==> config.mk <==
export PLATFORM = sky130hd
export DESIGN_NAME = sram_bus_arbiter
export DESIGN_NICKNAME = d
export VERILOG_FILES = /design/src/rtl/sram_bus_arbiter.sv
export SDC_FILE = /design/constraint.sdc
export NUM_CORES = 1
export LEC_CHECK = 0
export ABC_CLOCK_PERIOD_IN_PS = 2550
export CAP_MARGIN = 20
export CORE_AREA = 5 5 108 110
export CTS_CLUSTER_SIZE = 16
export DETAILED_ROUTE_END_ITERATION = 10
export DIE_AREA = 0 0 113 115
export PLACE_DENSITY = 0.78
export SLEW_MARGIN = 20
export SYNTH_ARGS = -nofsm -noshare
export SYNTH_HDL_FRONTEND = slang
export SYNTH_SLANG_ARGS = --single-unit
==> constraint.sdc <==
create_clock -name clk -period 2.55 [get_ports clk]
set_clock_uncertainty 0.2 [all_clocks]
set_input_delay 0.6375 -clock clk [delete_from_list [all_inputs] [get_ports clk]]
set_output_delay 0.6375 -clock clk [all_outputs]
set_load 0.005 [all_outputs]
==> src/rtl/sram_bus_arbiter.sv <==
// Merges instruction and data SRAM-like ports onto one master port; an in-order ID FIFO
// routes each returning response back to the requester whose address was accepted.
module sram_bus_arbiter #(
  parameter int MAX_OUTST  = 4,
  parameter int STARVE_LIM = 8
) (
  input  logic        clk,
  input  logic        reset,
  input  logic        inst_req,
  input  logic [31:0] inst_addr,
  output logic        inst_addr_ok,
  output logic        inst_data_ok,
  output logic [31:0] inst_rdata,
  input  logic        data_req,
  input  logic        data_wr,
  input  logic [3:0]  data_wstrb,
  input  logic [2:0]  data_size,
  input  logic [31:0] data_addr,
  input  logic [31:0] data_wdata,
  output logic        data_addr_ok,
  output logic        data_data_ok,
  output logic [31:0] data_rdata,
  output logic        m_req,
  output logic        m_wr,
  output logic [3:0]  m_wstrb,
  output logic [2:0]  m_size,
  output logic [31:0] m_addr,
  output logic [31:0] m_wdata,
  input  logic        m_addr_ok,
  input  logic        m_data_ok,
  input  logic [31:0] m_rdata,
  output logic        err
);
  localparam int PW = $clog2(MAX_OUTST) + 1;
  localparam int AW = PW - 1;
  localparam int CW = $clog2(STARVE_LIM + 1);
  localparam logic [PW-1:0] FULL_XOR = {1'b1, {(PW-1){1'b0}}};
  localparam logic [CW-1:0] LIM = CW'(STARVE_LIM);

  logic [MAX_OUTST-1:0] id_mem;
  logic [PW-1:0]        wptr, rptr;
  logic [CW-1:0]        starve_cnt;
  logic                 err_q, full, empty, head, starved;
  logic                 sel_d, sel_i, push, pop;

  assign full    = (wptr ^ rptr) == FULL_XOR;
  assign empty   = wptr == rptr;
  assign head    = id_mem[rptr[AW-1:0]];
  assign starved = inst_req && (starve_cnt == LIM);
  assign sel_d   = data_req && !starved;
  assign sel_i   = inst_req && !sel_d;

  assign m_req        = (data_req || inst_req) && !full && !reset;
  assign data_addr_ok = sel_d && m_addr_ok && !full && !reset;
  assign inst_addr_ok = sel_i && m_addr_ok && !full && !reset;
  assign push         = m_req && m_addr_ok;
  assign pop          = m_data_ok && !empty && !reset;

  // Fetches always present as word-sized reads with no strobes.
  always_comb begin
    m_wr    = 1'b0;
    m_wstrb = 4'b0000;
    m_size  = 3'd0;
    m_addr  = 32'd0;
    m_wdata = 32'd0;
    if (!reset && sel_d) begin
      m_wr    = data_wr;
      m_wstrb = data_wstrb;
      m_size  = data_size;
      m_addr  = data_addr;
      m_wdata = data_wdata;
    end else if (!reset && sel_i) begin
      m_size  = 3'd2;
      m_addr  = inst_addr;
    end
  end

  assign inst_data_ok = pop && !head;
  assign data_data_ok = pop && head;
  assign inst_rdata   = inst_data_ok ? m_rdata : 32'd0;
  assign data_rdata   = data_data_ok ? m_rdata : 32'd0;
  assign err          = err_q && !reset;

  always_ff @(posedge clk) begin
    if (push) id_mem[wptr[AW-1:0]] <= sel_d;
  end

  always_ff @(posedge clk) begin
    if (reset) begin
      wptr       <= '0;
      rptr       <= '0;
      starve_cnt <= '0;
      err_q      <= 1'b0;
    end else begin
      if (push) wptr <= wptr + 1'b1;
      if (pop)  rptr <= rptr + 1'b1;
      if (m_data_ok && empty) err_q <= 1'b1;
      if (inst_addr_ok || !inst_req)
        starve_cnt <= '0;
      else if (data_addr_ok && starve_cnt != LIM)
        starve_cnt <= starve_cnt + 1'b1;
    end
  end
endmodule

======== Yosys cells after proc, flatten, opt, wreduce, memory -nomap -nowiden ========
Index checks and enable logic that the tools add are counted.
word-level totals
  word-level logic and storage cells ...... 62
  output and inout bits ................... 142
  register bits after elaboration ......... 15
  bits of input ports ..................... 142
cells by class
  equal/unequal tests ..................... 4
  reduce and logical (&&, ||, !) cells .... 32
  muxes and demuxes ....................... 14
  magnitude comparators ................... 3
  add/sub/neg operators ................... 3
  bitwise operators ....................... 1
operators by type and width
  kind                 number
  $mux 32              5
  $logic_and 1x1->1    22
  $logic_not 1->1      7
  $add 3x1->3 const B  2
  $lt 2x3->1 const B   2
  $add 4x1->4 const B  1
  $bwmux 4             1
  $eq 4x4->1 const B   1
  $mux 4               1
  $ne 4x4->1 const B   1
  $eq 3x3->1           1
  $eq 3x3->1 const B   1
  $mux 1               3
  $mux 3               1
  $xor 3x3->3          1
  $bmux 1 s2           1
  $demux 1 s2          1
  $ge 2x1->1 const B   1
  $logic_or 1x1->1     2
  $mux 2               1
  $reduce_or 2->1      1

======== Logic depth before layout (Yosys ltp) ========
Gate-level depths: netlist of the first run.
  word-level depth ........................ 11
  mapped depth ............................ 8
  depth with buffers taken out ............ 6

======== Worst setup path before layout of the first run ========
OpenSTA, ideal clock, no wires.
  path type ............................... register to output
  from .................................... register rptr[0]
  to ...................................... output port inst_rdata[22]
  stages on the path, launching flop included .. 5
  data required time ...................... 1712 ps
  path buffers ............................ 1
  data arrival time ....................... 1648 ps
  path slack .............................. 64 ps
  path through ............................ dfxtp_1 > mux4_1 > nor3_2 > buf_2 > and2_1
on the way
  longest elaborated chain between the ends .. 6
  elaborated cells on any way between the ends .. 9
  classes of those cells .................. eq/ne: 1; mux: 3; reduce/logical: 5
RTL lines
  element                         line  source
  from (decl)                     41    logic [PW-1:0] wptr, rptr;
  from (signal assigned)          96    if (pop) rptr <= rptr + 1'b1;
  $eq 3x3->1                      47    assign empty = wptr == rptr;
  $logic_not 1->1                 57    assign pop = m_data_ok && !empty && !reset;
  $logic_and 1x1->1 (2 in a row)  57
  $logic_and 1x1->1 *             78    assign inst_data_ok = pop && !head;
  named net inst_data_ok          12    output logic inst_data_ok,
  $mux 32 *                       80    assign inst_rdata = inst_data_ok ? m_rdata : 32'd0;
  to (decl)                       13    output logic [31:0] inst_rdata,
The timed path passes the listed nets; every way through them passes the cells marked *. The select of a mux whose other input is x is not followed.

======== Worst setup path after layout of the first run ========
  from .................................... register starve_cnt[0]
  to ...................................... output port m_wdata[18]
on the way
  longest elaborated chain between the ends .. 6
RTL lines
  element                 line  source
  from (decl)             42    logic [CW-1:0] starve_cnt;
  from (signal assigned)  101   starve_cnt <= starve_cnt + 1'b1;
  $eq 4x4->1              49    assign starved = inst_req && (starve_cnt == LIM);
  $logic_and 1x1->1       49
  $logic_not 1->1         50    assign sel_d = data_req && !starved;
  $logic_and 1x1->1       50
  $logic_and 1x1->1       66    if (!reset && sel_d) begin
  $mux 32                 66
  to (decl)               28    output logic [31:0] m_wdata,
Every way passes these cells.

==> results.ini, run 1 <==
[worst_hold_path]
hp-class = reg -> reg
min_path_cells = 2
min_to = err_q
hp-start = err_q

[setup_path]
cp_data_required_time_ps = 1710
criticalPathCategory = reg -> out
r2r_end = starve_cnt[2]
critPathLaunchType = register
cp_slowest_cell = dfxtp_2
critPathCaptureType = output port
reg2reg_from = starve_cnt[0]
r2r_slack_ps = 40
crit_chain = inv_2 > ha_4 > and3b_2 > a21oi_4 > buf_6 > buf_12 > buf_16 > buf_12 > and2_4 > buf_6
worst-r2r-cell-count = 15
cpPeakStageDelay_ps = 340
arrival_ps = 1940
cp_max_fo = 5

[route]
antenna_left = 0
routed_wl_um = 15300
wl_met2_um = 8690
wl_met3_um = 1300
met1_length_um = 4630
top_layer = met4
drt_iter0_drc = 131
drt-pass1-iter-count = 4
drc = 0
num_vias = 3456
via_per_inst = 4.62
drt-wirelength-per-cell_um = 20.4

[synth]
ys.warnings.count = 0
synth_top_area_cell = and2_1
netlist_instances = 249
synth_cell_types = 41
synth_ff_type = dfxtp_1
syn_nets = 398
synthTopCellsByArea = and2_1, a22o_1, dfxtp_1
synth_top_area_share_pct = 34.3
synth_edf_count = 4
synth-seq-area-share_pct = 17.4
ys_ff_latch = 15
syn-cell-area_um2 = 1950
synthArstFlopShare_pct = 0
avgSynthCellArea_um2 = 7.84

[layout]
final_net_count = 758
fin_cells = 748
final_layout_size_suffix_gt1_share_pct = 54.4
final_core_util_pct = 57.9
antenna_cells = 0
area_growth_pct = 214

[timing]
fin_crit_sh_pct = 109
fin_ws_ps = -227
relSlewSlack_pct = 71.5
fin_crit_ps = 2780
rsz0062_at_grt = true
setup_viol_count_final = 138
max_freq_mhz = 360
fin_tns_setup_ps = -15790
hold_viol = 0
slew_violations = 0
worst_pin_slew_ps = 422

[global_routing]
grt_max_degree = 18
antenna_found_initial = 0
grtUsageTotal_pct = 21.1
grt_pass1_wl_um = 21300
grt_pass1_vias = 3681
gr-total-overflow = 0

[clocking]
clk_pin_slew_ps = 60
clkLatencyLatePin_ps = 250
holdBufCountCts = 0
clkSinkCount = 15
cts_max_level = 1
cts_inserted_buffers = 3
cts_tree = done
clockBufferDepth = 2
cts-root-buf = clkbuf_8

[floorplan]
fp.dieW_um = 113
core-area_um2 = 10600
ios = 284
rows = 38
fp.dieH_um = 115
dieArea_um2 = 13000
start_util_pct = 18.4

[run_status]
violations = negative setup slack
status = complete, but fails checks

[pwr]
p_leak_nw = 2.88
totalPowerFinal_mw = 1.38
pwr_density_cell_nw_per_um2 = 225
peakVddDrop_uv = 152

[placement]
place_congestion = 0.967
dp_hpwl_um = 11000
place_inst = 691
io_buffers = 283

[job]
cap_viol_max_count = 0

==> worst max-delay path, delay by kind of cell, from the launching register on <==
family,cells,cell delay [ps]
flops,1,340
compound gates,1,190
simple gates,2,360
buf+inv,6,640
fa+ha+maj,1,160
==> worst max-delay path by stage <==
stage | from | end | slack [ps] | cells past startpoint
finish | starve_cnt[0] | m_wdata[18] | -230 | 10
CTS | rptr[0] | inst_rdata[31] | -250 | 6
global placement | inst_req | m_addr[6] | -750 | 6
floorplan | rptr[0] | inst_rdata[22] | 60 | 4
detailed placement | inst_req | m_addr[10] | -760 | 6
global route | starve_cnt[0] | m_wdata[18] | -290 | 10
==> cell usage after synthesis, types with 4 or more instances <==
cell type	number
a21oi_1	6
a22o_1	32
and2_1	107
buf_2	4
clkbuf_1	11
dfxtp_1	11
edfxtp_1	4
ha_1	7
inv_1	7
nor2_1	9
o21ai_0	6
xnor2_1	4
==> logic make-up (layout without fill, tap and decap cells) <==
group | Yosys count | in the layout | share of synthesized area, %
simple gates | 134 | 134 | 42.3
compound gates | 57 | 57 | 23.9
buf+inv | 25 | 384 | 5.19
flops | 15 | 15 | 17.4
xor+xnor | 9 | 9 | 4.80
fa+ha+maj | 7 | 7 | 4.48
mux | 2 | 2 | 1.86
==> metal layers <==
metal | vias up | GRT usage [%]
met5 | - | 0
met4 | 0 | 9.21
met3 | 26 | 5.16
met2 | 223 | 42.9
met1 | 1627 | 19.8
li1 | 1580 | -
==> layout make-up <==
class                   instances  area (µm²)
repair buffers                373        3740
well taps                     140         175
fillers                       925        4460
flip-flops and latches         15         344
inverters                       7        26.3
multi-input cells             209        1810
clock buffers                   4        45.0
==> power by group <==
part	leakage, nW	switching, mW	total [mW]	internal (mW)
combinational	2.74	0.330	0.923	0.593
clock	0.0228	0.0794	0.190	0.111
sequential	0.127	0.00928	0.266	0.257
total	2.88	0.419	1.38	0.961
==> metrics by stage <==
stage	setup WS [ps]	hold WS, ps	instance area [µm²]
after floorplan	64.1	232	1950
after global placement	-746	264	5240
after detailed placement	-761	269	5240
after CTS	-245	287	5880
after global routing	-290	345	6140
final	-227	291	6140
==> registers in the layout, indices dropped and copies added (netlist names) <==
register    flops
id_mem          4
starve_cnt      4
rptr            3
wptr            3
err_q           1
==> cells in the final DEF, fill, tap and decap left out, drive strengths merged, types with 4 or more instances in the layout <==
cell,Yosys,routed
ha,7,7
dfxtp,11,11
edfxtp,4,4
a22o,32,32
clkdlybuf4s50,0,136
xnor2,4,4
inv,7,7
clkbuf,13,10
buf,5,217
nor2,9,9
a21oi,7,7
clkdlybuf4s15,0,10
o31ai,5,5
o21ai,6,6
and2,107,107
xor2,5,5
==> repair_timing <==
action / in CTS / in global routing
buffers inserted: 39 / 9
resized for setup: 669 / 112
setup endpoints to repair: 142 / 143
pin swaps: 56 / 44
gates cloned: 14 / 2
Power figures use the tool's default switching activity.
==> inputs of run 2 (changes only) <==
==> constraint.sdc (replaced) <==
create_clock -name clk -period 2.55 [get_ports clk]
set_clock_uncertainty 0.2 [all_clocks]
set_input_delay 0.6375 -clock clk [delete_from_list [all_inputs] [get_ports clk]]
set_output_delay 0.6375 -clock clk [all_outputs]
set_load 0.1 [all_outputs]
==> run 2 against run 1 <==
Net effect: first-iteration DRC count fell by 24%; the flow still finishes with violations (negative setup slack); largest cell class unchanged; final area rose by 27%; global-route usage rose by 1.2 points.
==> results.ini, run 2 (synthesized netlist as in run 1, its figures left out) <==
[route]
num_vias = 3263
drt_iter0_drc = 99
drt-wirelength-per-cell_um = 21.4
via_per_inst = 4.53
routed_wl_um = 15400
drt-pass1-iter-count = 4
drc = 0
antenna_left = 0

[timing]
fin_hold_ws_ps = 300
fin_ws_ps = -252
rsz0062_at_grt = true
fin_crit_sh_pct = 110
fin_crit_ps = 2800
max_freq_mhz = 357
setup_viol_count_final = 137
relSlewSlack_pct = 69.6
hold_viol = 0
worst_pin_slew_ps = 450
slew_violations = 0

[pwr]
p_leak_nw = 3.29
peakVddDrop_uv = 194
pwr_density_cell_nw_per_um2 = 307

[setup_path]
cp_data_required_time_ps = 1710
reg2reg_from = starve_cnt[0]
cp_slowest_cell = dfxtp_2
crit_chain = inv_2 > ha_4 > and3b_2 > a21oi_4 > buf_12 > buf_12 > clkbuf_16 > a22o_4 > buf_12
crit_top_cell = buf_12
cpPeakStageDelay_ps = 340
arrival_ps = 1960
critPathCaptureType = output port
cp_max_fo = 5
criticalPathCategory = reg -> out
cp-startpoint = starve_cnt[0]
cp_top_family = buffers and inverters
critPathLaunchType = register
worst-path-buf-inv = 5

[clocking]
clkSinkCount = 15
clockBufferDepth = 2
cts_tree = done
cts_inserted_buffers = 3
holdBufCountCts = 0
clkLatencyLatePin_ps = 250
cts_max_level = 1
clk_pin_slew_ps = 70
cts-root-buf = clkbuf_8

[placement]
dp_hpwl_um = 12400
place_inst = 696
place_congestion = 0.855
io_buffers = 283

[layout]
area_growth_pct = 298
final_net_count = 730
antenna_cells = 0
fin_cells = 720
final_common_cell = buf_12
most-common-layout-cells = buf_12, clkdlybuf4s50_1, and2_4, a22o_4, buf_4
final_layout_size_suffix_gt1_share_pct = 64.7

[floorplan]
dieArea_um2 = 13000
fp.dieH_um = 115
fp.dieW_um = 113
rows = 38
start_util_pct = 18.4
ios = 284
core-area_um2 = 10600

[global_routing]
grt_pass1_vias = 3790
grt_pass1_wl_um = 22400
grtUsageTotal_pct = 22.3
antenna_found_initial = 0
gr-total-overflow = 0
grt_max_degree = 34

[run_status]
violations = negative setup slack
status = complete, but fails checks

[job]
cap_viol_max_count = 0

[worst_hold_path]
hp-start = err_q
hp-class = reg -> reg

## run 2: cell types whose count changed in the layout (fill, tap and decap cells not counted), moves of 9 or more
cell             delta
a22o_1             -32
a22o_4             +32
and2_1             -33
and2_4             +30
buf_12            +150
buf_16              -9
buf_2              -54
buf_4              -11
buf_6              -89
clkdlybuf4s15_2     -9
## run 2: cell type report
| class | count | area [µm²] |
|---|---|---|
| clock buffers | 4 | 45.0 |
| flip-flops and latches | 15 | 352 |
| fillers | 639 | 2830 |
| multi-input cells | 209 | 2170 |
| repair buffers | 345 | 5000 |
| inverters | 7 | 26.3 |
| well taps | 140 | 175 |
## run 2: stage by stage
stage               total power [mW]  utilization [%]  setup WS, ps  TNS (ps)  instance area (µm²)
global placement                2.06             67.8          -487    -55400                 7190
CTS                             2.40             73.7          -275    -30230                 7820
floorplan                       1.28                -          -369    -10210                 2450
global route                    2.46             73.3          -329    -34130                 7770
finish                          2.39             73.3          -252    -24760                 7770
detailed placement              2.09             67.8          -533    -60200                 7190
## run 2: final timing paths
kind | endpoint | cells past startpoint | slack (ps)
max | m_addr[8] | 9 | -250
min | err_q | 2 | 300
max reg2reg | starve_cnt[3] | 8 | 310
min reg2reg | err_q | 2 | 300
## run 2: per-layer routing
layer  track usage (%)  up-vias  routed length, µm
met4              6.17        0                448
met1              21.4     1521               4840
li1                  -     1518                  -
met5                 0        -                  0
met2              45.1      196               8660
met3              7.37       28               1460
## run 2: timing repair
| action | in CTS | in global routing |
|---|---|---|
| gates resized for setup | 106 | 20 |
| setup endpoints to repair | 141 | 141 |
| setup buffers | 18 | 3 |
| hold endpoints to repair | 0 | 0 |
| pin swaps | 70 | 46 |
| cloned | 6 | 2 |
## run 2: worst reg2reg max path: stages (launching register included)
cell     delay (ps)
dfxtp_2         340
inv_2            50
ha_4            150
and3b_2         230
buf_6           130
a21o_1          220
buf_4           150
or4_1           500
a21oi_1         200
## run 2: power by group
part	switching [mW]	internal [mW]	total (mW)
registers	0.0147	0.258	0.272
logic	1.07	0.843	1.92
clock network	0.0879	0.111	0.199
total	1.18	1.21	2.39
